File: config.mk
export PLATFORM = sky130hd
export DESIGN_NAME = rwt_tag_extract_mw
export DESIGN_NICKNAME = d
export VERILOG_FILES = /design/src/rtl/rwt_tag_extract_mw.sv
export SDC_FILE = /design/constraint.sdc
export NUM_CORES = 1
export LEC_CHECK = 0
export BUFFER_PORTS_ARGS = -buffer_cell sky130_fd_sc_hd__buf_4
export CAP_MARGIN = 10
export CORE_MARGIN = 8
export CORE_UTILIZATION = 35
export CTS_CLUSTER_DIAMETER = 60
export DETAILED_ROUTE_END_ITERATION = 16
export HOLD_SLACK_MARGIN = 0.15
export SYNTH_ARGS = -nofsm -noshare
export SYNTH_HDL_FRONTEND = slang
export SYNTH_SLANG_ARGS = --single-unit
File: constraint.sdc
create_clock -name clk -period 4.5 [get_ports clk]
set_input_delay 0.9 -clock clk [delete_from_list [all_inputs] [get_ports clk]]
set_output_delay 0.9 -clock clk [all_outputs]
set_load 0.02 [all_outputs]
File: src/rtl/rwt_tag_extract_mw.sv
// Escaped AXI-Stream tag extractor: escape + header word introduce a tag of
// 1..2^LEN_WIDTH payload words that are forwarded flagged as tag words.
module rwt_tag_extract_mw #(
  parameter int DWIDTH     = 64,
  parameter int TYPE_WIDTH = 7,
  parameter int LEN_WIDTH  = 4,
  parameter int CNT_WIDTH  = 32
) (
  input  logic                  clk,
  input  logic                  areset,
  input  logic                  use_tags,
  input  logic [DWIDTH-1:0]     tag_escape,
  input  logic [DWIDTH-1:0]     s_axi_data,
  input  logic                  s_axi_valid,
  output logic                  s_axi_ready,
  input  logic                  s_axi_last,
  output logic [DWIDTH-1:0]     m_axi_data,
  output logic                  m_axi_valid,
  input  logic                  m_axi_ready,
  output logic                  m_axi_last,
  output logic                  m_axi_tag_valid,
  output logic [TYPE_WIDTH-1:0] m_axi_tag_type,
  output logic                  m_axi_tag_first,
  output logic [CNT_WIDTH-1:0]  tag_count,
  output logic                  err_truncated
);

  localparam int RW = LEN_WIDTH + 1;

  typedef enum logic [1:0] {
    ST_PASS    = 2'd0,
    ST_HDR     = 2'd1,
    ST_PAYLOAD = 2'd2
  } state_e;

  state_e                state_q, state_d;
  logic [RW-1:0]         rem_q, rem_d;
  logic [TYPE_WIDTH-1:0] type_q, type_d;
  logic                  first_q, first_d;

  logic [DWIDTH-1:0]     data_q;
  logic                  valid_q, last_q, tv_q, tf_q, err_q;
  logic [TYPE_WIDTH-1:0] tt_q;
  logic [CNT_WIDTH-1:0]  count_q;

  logic                  accept_s, is_esc_s;
  logic [TYPE_WIDTH-1:0] hdr_type_s;
  logic [RW-1:0]         hdr_len_s;
  logic                  emit_s, trunc_s, done_s, o_tv_s, o_tf_s;
  logic [DWIDTH-1:0]     o_data_s;
  logic [TYPE_WIDTH-1:0] o_type_s;

  assign s_axi_ready = !valid_q || m_axi_ready;
  assign accept_s    = s_axi_valid && s_axi_ready;
  assign is_esc_s    = (s_axi_data == tag_escape);
  assign hdr_type_s  = s_axi_data[TYPE_WIDTH-1:0];
  assign hdr_len_s   = {1'b0, s_axi_data[TYPE_WIDTH+LEN_WIDTH-1:TYPE_WIDTH]} + RW'(1);

  // State register plus tag context; everything advances only on accepted beats.
  always_ff @(posedge clk or posedge areset) begin
    if (areset) begin
      state_q <= ST_PASS;
      rem_q   <= {RW{1'b0}};
      type_q  <= {TYPE_WIDTH{1'b0}};
      first_q <= 1'b0;
    end else begin
      state_q <= state_d;
      rem_q   <= rem_d;
      type_q  <= type_d;
      first_q <= first_d;
    end
  end

  // Next-state and tag-context logic.
  always_comb begin
    state_d = state_q;
    rem_d   = rem_q;
    type_d  = type_q;
    first_d = first_q;
    case (state_q)
      ST_PASS: begin
        if (accept_s && use_tags && is_esc_s && !s_axi_last) begin
          state_d = ST_HDR;
        end else begin
          state_d = ST_PASS;
        end
      end
      ST_HDR: begin
        if (!accept_s) begin
          state_d = ST_HDR;
        end else if (hdr_type_s == {TYPE_WIDTH{1'b0}} || s_axi_last) begin
          state_d = ST_PASS;
        end else begin
          state_d = ST_PAYLOAD;
          type_d  = hdr_type_s;
          rem_d   = hdr_len_s;
          first_d = 1'b1;
        end
      end
      ST_PAYLOAD: begin
        if (accept_s) begin
          first_d = 1'b0;
          rem_d   = rem_q - RW'(1);
          if (rem_q == RW'(1) || s_axi_last) begin
            state_d = ST_PASS;
          end else begin
            state_d = ST_PAYLOAD;
          end
        end else begin
          state_d = ST_PAYLOAD;
        end
      end
      default: state_d = ST_PASS;
    endcase
  end

  // Output decode: what the accepted beat produces, plus completion/abort events.
  always_comb begin
    emit_s   = 1'b0;
    trunc_s  = 1'b0;
    done_s   = 1'b0;
    o_data_s = s_axi_data;
    o_tv_s   = 1'b0;
    o_tf_s   = 1'b0;
    o_type_s = {TYPE_WIDTH{1'b0}};
    case (state_q)
      ST_PASS: begin
        if (accept_s && use_tags && is_esc_s) begin
          trunc_s = s_axi_last;
        end else begin
          emit_s = accept_s;
        end
      end
      ST_HDR: begin
        if (accept_s && hdr_type_s == {TYPE_WIDTH{1'b0}}) begin
          emit_s   = 1'b1;
          o_data_s = tag_escape;
        end else begin
          trunc_s = accept_s && s_axi_last;
        end
      end
      ST_PAYLOAD: begin
        if (accept_s) begin
          emit_s   = 1'b1;
          o_tv_s   = 1'b1;
          o_tf_s   = first_q;
          o_type_s = type_q;
          done_s   = (rem_q == RW'(1));
          trunc_s  = (rem_q != RW'(1)) && s_axi_last;
        end else begin
          emit_s = 1'b0;
        end
      end
      default: emit_s = 1'b0;
    endcase
  end

  // Output register, tag counter and truncation pulse.
  always_ff @(posedge clk or posedge areset) begin
    if (areset) begin
      valid_q <= 1'b0;
      data_q  <= {DWIDTH{1'b0}};
      last_q  <= 1'b0;
      tv_q    <= 1'b0;
      tt_q    <= {TYPE_WIDTH{1'b0}};
      tf_q    <= 1'b0;
      count_q <= {CNT_WIDTH{1'b0}};
      err_q   <= 1'b0;
    end else begin
      if (s_axi_ready) begin
        valid_q <= emit_s;
        if (emit_s) begin
          data_q <= o_data_s;
          last_q <= s_axi_last;
          tv_q   <= o_tv_s;
          tt_q   <= o_type_s;
          tf_q   <= o_tf_s;
        end
      end
      if (done_s) begin
        count_q <= count_q + CNT_WIDTH'(1);
      end
      err_q <= trunc_s;
    end
  end

  assign m_axi_valid     = valid_q;
  assign m_axi_data      = data_q;
  assign m_axi_last      = last_q;
  assign m_axi_tag_valid = tv_q;
  assign m_axi_tag_type  = tt_q;
  assign m_axi_tag_first = tf_q;
  assign tag_count       = count_q;
  assign err_truncated   = err_q;

endmodule

# [After elaboration in Yosys (flattened, before gate mapping)]
# Index checks and enable logic that the tools add are counted.
[totals] inputBits=134 mem_bits_rw=0 reg_bits=123 romBits=0 mem_count=0 out_inout_bits=109 latchBits=0
[classes] n_div=0 n_reduce_logical=18 n_mul=0 magnitude_cmp=0 shift=0 n_eq_ne=8 add_sub_neg=3 bitwise=1 mux=31
[op_table] operator="two-way mux 64 bit" n=2
[op_table] operator="== test 64 bit" n=1
[op_table] operator="adder 32 x 1 -> 32 bit (second input constant)" n=1
[op_table] operator="two-way mux 1 bit" n=15
[op_table] operator="two-way mux 5 bit" n=3
[op_table] operator="two-way mux 7 bit" n=2
[op_table] operator="one-hot mux 5 bit (2 select lines)" n=1
[op_table] operator="two-way mux 2 bit" n=4
[op_table] operator="logical AND 1 bit" n=7
[op_table] operator="zero test 7 bit" n=1
[op_table] operator="inequality test 2 bit (second input constant)" n=3
[op_table] operator="one-hot mux 1 bit (3 select lines)" n=2
[op_table] operator="one-hot mux 2 bit (3 select lines)" n=1
[op_table] operator="adder 4 x 1 -> 5 bit (second input constant)" n=1
[op_table] operator="== test 5 x 1 -> 1 bit (second input constant)" n=1
[op_table] operator="inequality test 5 x 1 -> 1 bit (second input constant)" n=1
[op_table] operator="subtractor 5 x 1 -> 5 bit (second input constant)" n=1
[op_table] operator="AND reduction 4 bit" n=1
[op_table] operator="logical OR 1 bit" n=3
[op_table] operator="AND reduction 3 bit" n=1
[op_table] operator="== test 2 x 1 -> 1 bit (second input constant)" n=1
[op_table] operator="== test 2 bit (second input constant)" n=1
[op_table] operator="zero test 1 bit" n=2
[op_table] operator="zero test 2 bit" n=1
[op_table] operator="4 further kinds" n=4

# [Longest topological paths before layout]
[depth] word_depth=8 mapped_depth=9 mapped_depth_nobuf=8

# [Least setup slack after synthesis]
# OpenSTA, ideal clock, no wires.
[synth_timing] path_type="in2reg" from="input port s_axi_data[3]" to="register data_q[41], in the netlist m_axi_data[41]" slack_ns=1.500 path_stages=7 setup_time_ns=0.128 arrival_ns=2.872 cell_sequence="or4_1 > nor4_4 > inv_1 > nor2_4 > buf_2 > mux2_2 > mux2_1"
[synth_between] elab_chain_cells=5
[synth_rtl] element="start: declaration" line_no="13" rtl="input logic [DWIDTH-1:0] s_axi_data,"
[synth_rtl] element="== test 64 bit or zero test 7 bit (tied branches)" line_no="55, 135"
[synth_rtl] element="logical AND 1 bit, on equally long branches" line_no="128, 135"
[synth_rtl] element="two-way mux 1 bit, on equally long branches" line_no="128, 135"
[synth_rtl] element="one-hot mux 1 bit (3 select lines)" line_no="126" rtl="case (state_q)"
[synth_rtl] element="AND reduction 2 bit (no line)"
[synth_rtl] element="end signal: assignment" line_no="162" rtl="data_q <= {DWIDTH{1'b0}};"
[synth_rtl] element="end signal: assignment" line_no="173" rtl="data_q <= o_data_s;"
[synth_rtl] element="end: declaration" line_no="41" rtl="logic [DWIDTH-1:0] data_q;"
# Parallel ways exist; a longest one is shown, timed or not.
# A chain may end at the register's enable or synchronous reset.

# [Worst setup path in the final report]
[layout_timing] from="input port s_axi_data[3]" to="register data_q[37], in the netlist m_axi_data[37]"
# Same word-level chain as after synthesis.

==> results summary <==
The effective utilization at floorplan is 35.7%. In this run the vertical extent of the chip is 154 um. The row count is 50. The fraction of final layout cells sized beyond drive strength 1 came out at 46.7%. The highest attainable clock frequency is 329 MHz. Across every metal layer, demand over resource in global routing totals 18.6%.

The cell count after synthesis is 588. After clock tree synthesis, the flow added hold-fix buffers numbering 0. The via-per-instance ratio is 4.99. The worst supply voltage drop on vdd is 0.000248 V. The number of maximum-capacitance constraint violations is 0. The maximum count of clock buffers along a single path came out at 2. Traced cell by cell, the critical path runs through buf_4 > or4_1 > nor4_4 > nand2b_1 > a21oi_1 > o21a_4 > buf_12 > mux2_2. The depth of the CTS H-tree came out at 4. Grouping stages by cell kind, the critical path spends the most delay in simple AND/OR/NAND/NOR gates. Summing the areas of all and, or, nand and nor instances in the mapped netlist gives 14.6% of the synthesized area. The library cell used most frequently in the layout, excluding fill and tap cells, is sky130_fd_sc_hd__buf_4. The initial antenna violation count came out at 0.

The synthesized netlist net count came out at 726. The relative slew slack is 34.1%. The tree is rooted in a sky130_fd_sc_hd__clkbuf_16.

The launching element of the worst setup path is s_axi_data[3]. The power per unit of standard cell area came out at 362 nW/um2. Summed over all cells, the static leakage comes to 4.34 nW.

The number of hold violations in the final report came to 0. The number of buffers created by CTS is 17. The setup violation total in the final timing report came out at 0.

The flow ran to the end, and the final reports show no timing, DRC or antenna violations. The sum of overflow across all layers after global routing is 0. The transition time at the pin with the least slew margin is 988 ps. In the routed design, unresolved DRC markers number 0. The critical path ends at m_axi_data[37]$_DFFE_PP0P_. The DRC violation total after the first TritonRoute iteration is 273. After clock tree synthesis, the repair step resized 0 gates. The worst flop-to-flop path endpoint is tag_count[24]$_DFFE_PP0P_. The switching fraction of total power is 27.4%. Of the total synthesized cell area, the portion taken by full adders, half adders and majority gates is 0.749%. The HPWL after detailed placement came out at 17500 um. The parity-gate share of the synthesized area counting xor and xnor cells is 9.97%. The area growth from synthesis to layout is 41.3%. The share of the synthesized area in compound gates (AO/OA/AOI/OAI) came out at 5.23%.

The sequential fraction of design power is 36.7%. The overall die area came out at 23800 um2. The routed layout has 5427 vias.

The internal power of the cells is 0.00248 W. The top cell types in the final layout, fill and taps aside, are sky130_fd_sc_hd__buf_4, sky130_fd_sc_hd__dfrtp_1, sky130_fd_sc_hd__mux2_2. The clock skew came out at 8.91 ps.

Of all cell types, the one taking the most synthesized area is sky130_fd_sc_hd__dfrtp_1. The clock-pin transition on the worst setup and hold timing paths is 60 ps. The critical path is of the primary input to register type. The cell with the biggest individual delay on the critical path is sky130_fd_sc_hd__or4_1. The congestion estimate from routability-driven global placement came to 0.800. Combinational logic burns 20.0% of the power. The worst hold-check path type is register to register. The internal reg-to-reg setup slack is 1760 ps. After detailed routing, the average wire length per cell comes to 20.3 um. The count of cell types in the netlist came out at 44. TritonCTS built the clock tree. By area, the combinational part of the netlist is dominated by multiplexers. Setup repair after global routing left no endpoint under its margin. The count of yosys warnings during synthesis came out at 0. The TritonCTS sink count came out at 123. The total buffers and inverters traversed by the critical path came out at 2.

The mapped cell area came out at 6680 um2. The overall routed net length came out at 22100 um. The largest fanout on the critical path is 36.

The net switching component of the power came out at 0.000936 W. The worst setup path is captured at a register. The first-pass GRT wire length is 33800 um. The completed layout was analyzed and its total power is 0.00341 W. The startpoint of the most critical register-to-register path is rem_q[1]$_DFFE_PP0P_. The critical path runs through a total of 8 cells. The synthesized design contains 123 register bits. The mean area per synthesized cell came out at 11.4 um2. The worst setup path is launched from a primary input. Measured against the total synthesized area, the mux share comes to 20.6%. The remaining antenna violation count after routing is 0.

The post-synthesis async set-or-reset flop share is 100%. Yosys attributes the largest share of cell area to sky130_fd_sc_hd__dfrtp_1, sky130_fd_sc_hd__mux2_2, sky130_fd_sc_hd__xnor2_1. The critical path arrival came out at 3340 ps.

The number of detailed-routing iterations run before antenna repair came out at 4. The synthesized design contains 0 enable-type register cells. The number of global-route vias before repair is 5803.

The top cell type's share of synthesized area came out at 46.1%. Entering global routing, the biggest net connects 105 pins. The final number of max-transition violations came out at 0.

The most used flip-flop cell after synthesis is sky130_fd_sc_hd__dfrtp_1. The horizontal die dimension came out at 154 um. The largest incremental delay on the critical path came out at 570 ps. The clock period minus final worst setup slack came out at 3040 ps.

The setup TNS after final layout came out at 0 ps. The later pin in the worst-skew pair is clocked with a latency of 410 ps. The area of the core region is 18700 um2. The period utilization is 67.6%. The depth of the worst register-to-register path is 8.

At the worst endpoint, the required time is 4790 ps. The number of nets in the layout came out at 976. Once the clock tree was built, the setup fixing pass inserted 0 buffers.

The top-level I/O count came out at 243. The portion of the post-synthesis area used by sequential elements is 46.1%. The number of port buffers is 242. The clock network accounts for 43.3% of the total power.
area by class of cell:
class	instances	area (um2)
clock inverters	13	190
inverters	22	87.6
multi-input cells	424	3420
repair buffers	250	1910
diodes	3	7.51
fillers	1744	9270
clock buffers	19	443
well taps	234	293
flip-flops and latches	123	3080
synth_stat cells, types with 2 or more instances:
master	count
sky130_fd_sc_hd__o21ai_0	10
sky130_fd_sc_hd__nand4b_1	2
sky130_fd_sc_hd__nand2b_1	22
sky130_fd_sc_hd__inv_1	22
sky130_fd_sc_hd__dfrtp_1	123
sky130_fd_sc_hd__a21o_1	2
sky130_fd_sc_hd__nor2_1	17
sky130_fd_sc_hd__and3_1	3
sky130_fd_sc_hd__xor2_1	13
sky130_fd_sc_hd__nor4_1	7
sky130_fd_sc_hd__o2111ai_1	2
sky130_fd_sc_hd__mux2_2	109
sky130_fd_sc_hd__o31ai_1	2
sky130_fd_sc_hd__o22ai_1	3
sky130_fd_sc_hd__a211oi_1	2
sky130_fd_sc_hd__a22o_1	9
sky130_fd_sc_hd__clkbuf_1	4
sky130_fd_sc_hd__a21oi_1	12
sky130_fd_sc_hd__nand3_1	18
sky130_fd_sc_hd__ha_1	4
sky130_fd_sc_hd__nor2b_1	13
sky130_fd_sc_hd__nand4_1	29
sky130_fd_sc_hd__buf_4	6
sky130_fd_sc_hd__mux2_1	7
sky130_fd_sc_hd__nand2_1	40
sky130_fd_sc_hd__and4_1	2
sky130_fd_sc_hd__buf_2	9
sky130_fd_sc_hd__xnor2_1	63
sky130_fd_sc_hd__mux2i_1	7
sky130_fd_sc_hd__a2111o_1	4
sky130_fd_sc_hd__nor3_1	9
layer usage:
| metal | routed length, um | vias up | track usage, % | share of wire, % |
|---|---|---|---|---|
| met5 | 0 | - | 0 | 0 |
| met4 | 263 | 0 | 5.23 | 1.2 |
| met3 | 2250 | 12 | 8.80 | 10 |
| met2 | 10900 | 172 | 31.2 | 50 |
| met1 | 8640 | 2638 | 20.8 | 39 |
| li1 | - | 2605 | - | - |
worst reg2reg max path: stages, from the launching register on:
cell and delay, ps:
sky130_fd_sc_hd__dfrtp_1 380, sky130_fd_sc_hd__inv_1 90, sky130_fd_sc_hd__ha_1 170, sky130_fd_sc_hd__nor4b_4 380, sky130_fd_sc_hd__nand4_4 220, sky130_fd_sc_hd__or4b_1 720, sky130_fd_sc_hd__nor3_4 370, sky130_fd_sc_hd__nand4_1 160
sky130_fd_sc_hd__xnor2_1 140
cells by family after synthesis:
logic type                 Yosys count
adders and majority gates            4
xor gates and xnor gates            76
AOI/OAI and AO/OA                   50
and+or+nand+nor                    171
muxes                              123
DFF                                123
buffers and inverters               41
power groups by stage:
stage	sequential, W	combinational (W)	clock, W
2_1_floorplan	0.00138	0.000227	0
3_3_place_gp	0.00127	0.000692	0
3_5_place_dp	0.00127	0.000694	0
4_1_cts	0.00125	0.000696	0.00151
5_1_grt	0.00126	0.000730	0.00157
6_report	0.00125	0.000682	0.00148
worst min path at each step:
stage | startpoint | endpoint | slack (ps) | cells past startpoint
final | type_q[3]$_DFFE_PP0P_ | type_q[3]$_DFFE_PP0P_ | 480 | 2
after global routing | m_axi_tag_valid$_DFFE_PP0P_ | m_axi_tag_valid$_DFFE_PP0P_ | 510 | 1
after CTS | tag_count[31]$_DFFE_PP0P_ | tag_count[31]$_DFFE_PP0P_ | 490 | 1
after detailed placement | type_q[0]$_DFFE_PP0P_ | type_q[0]$_DFFE_PP0P_ | 470 | 2
after global placement | type_q[0]$_DFFE_PP0P_ | type_q[0]$_DFFE_PP0P_ | 460 | 2
after floorplan | type_q[0]$_DFFE_PP0P_ | type_q[0]$_DFFE_PP0P_ | 450 | 2
per-stage QoR:
| stage | std cells | worst slack [ps] | hold WS, ps | utilization [%] | cell area, um2 |
|---|---|---|---|---|---|
| 4_1_cts | 1085 | 1460 | 488 | 50.4 | 9430 |
| 6_report | 1088 | 1460 | 480 | 50.4 | 9430 |
| 3_3_place_gp | 1053 | 1060 | 464 | 47.0 | 8790 |
| 3_5_place_dp | 1053 | 1020 | 468 | 47.0 | 8790 |
| 5_1_grt | 1085 | 1320 | 505 | 50.4 | 9430 |
| 2_1_floorplan | 588 | 329 | 447 | - | 6680 |
state kept, by name, summed over array words and instances, names as in the netlist:
| signal | count |
|---|---|
| err_truncated | 1 |
| m_axi_valid | 1 |
| m_axi_tag_valid | 1 |
| rem_q | 5 |
| first_q | 1 |
| tag_count | 32 |
| m_axi_tag_type | 7 |
| m_axi_last | 1 |
| type_q | 7 |
| m_axi_tag_first | 1 |
| m_axi_data | 64 |
| state_q | 2 |
Note: power is estimated with default switching activity, not from simulation.
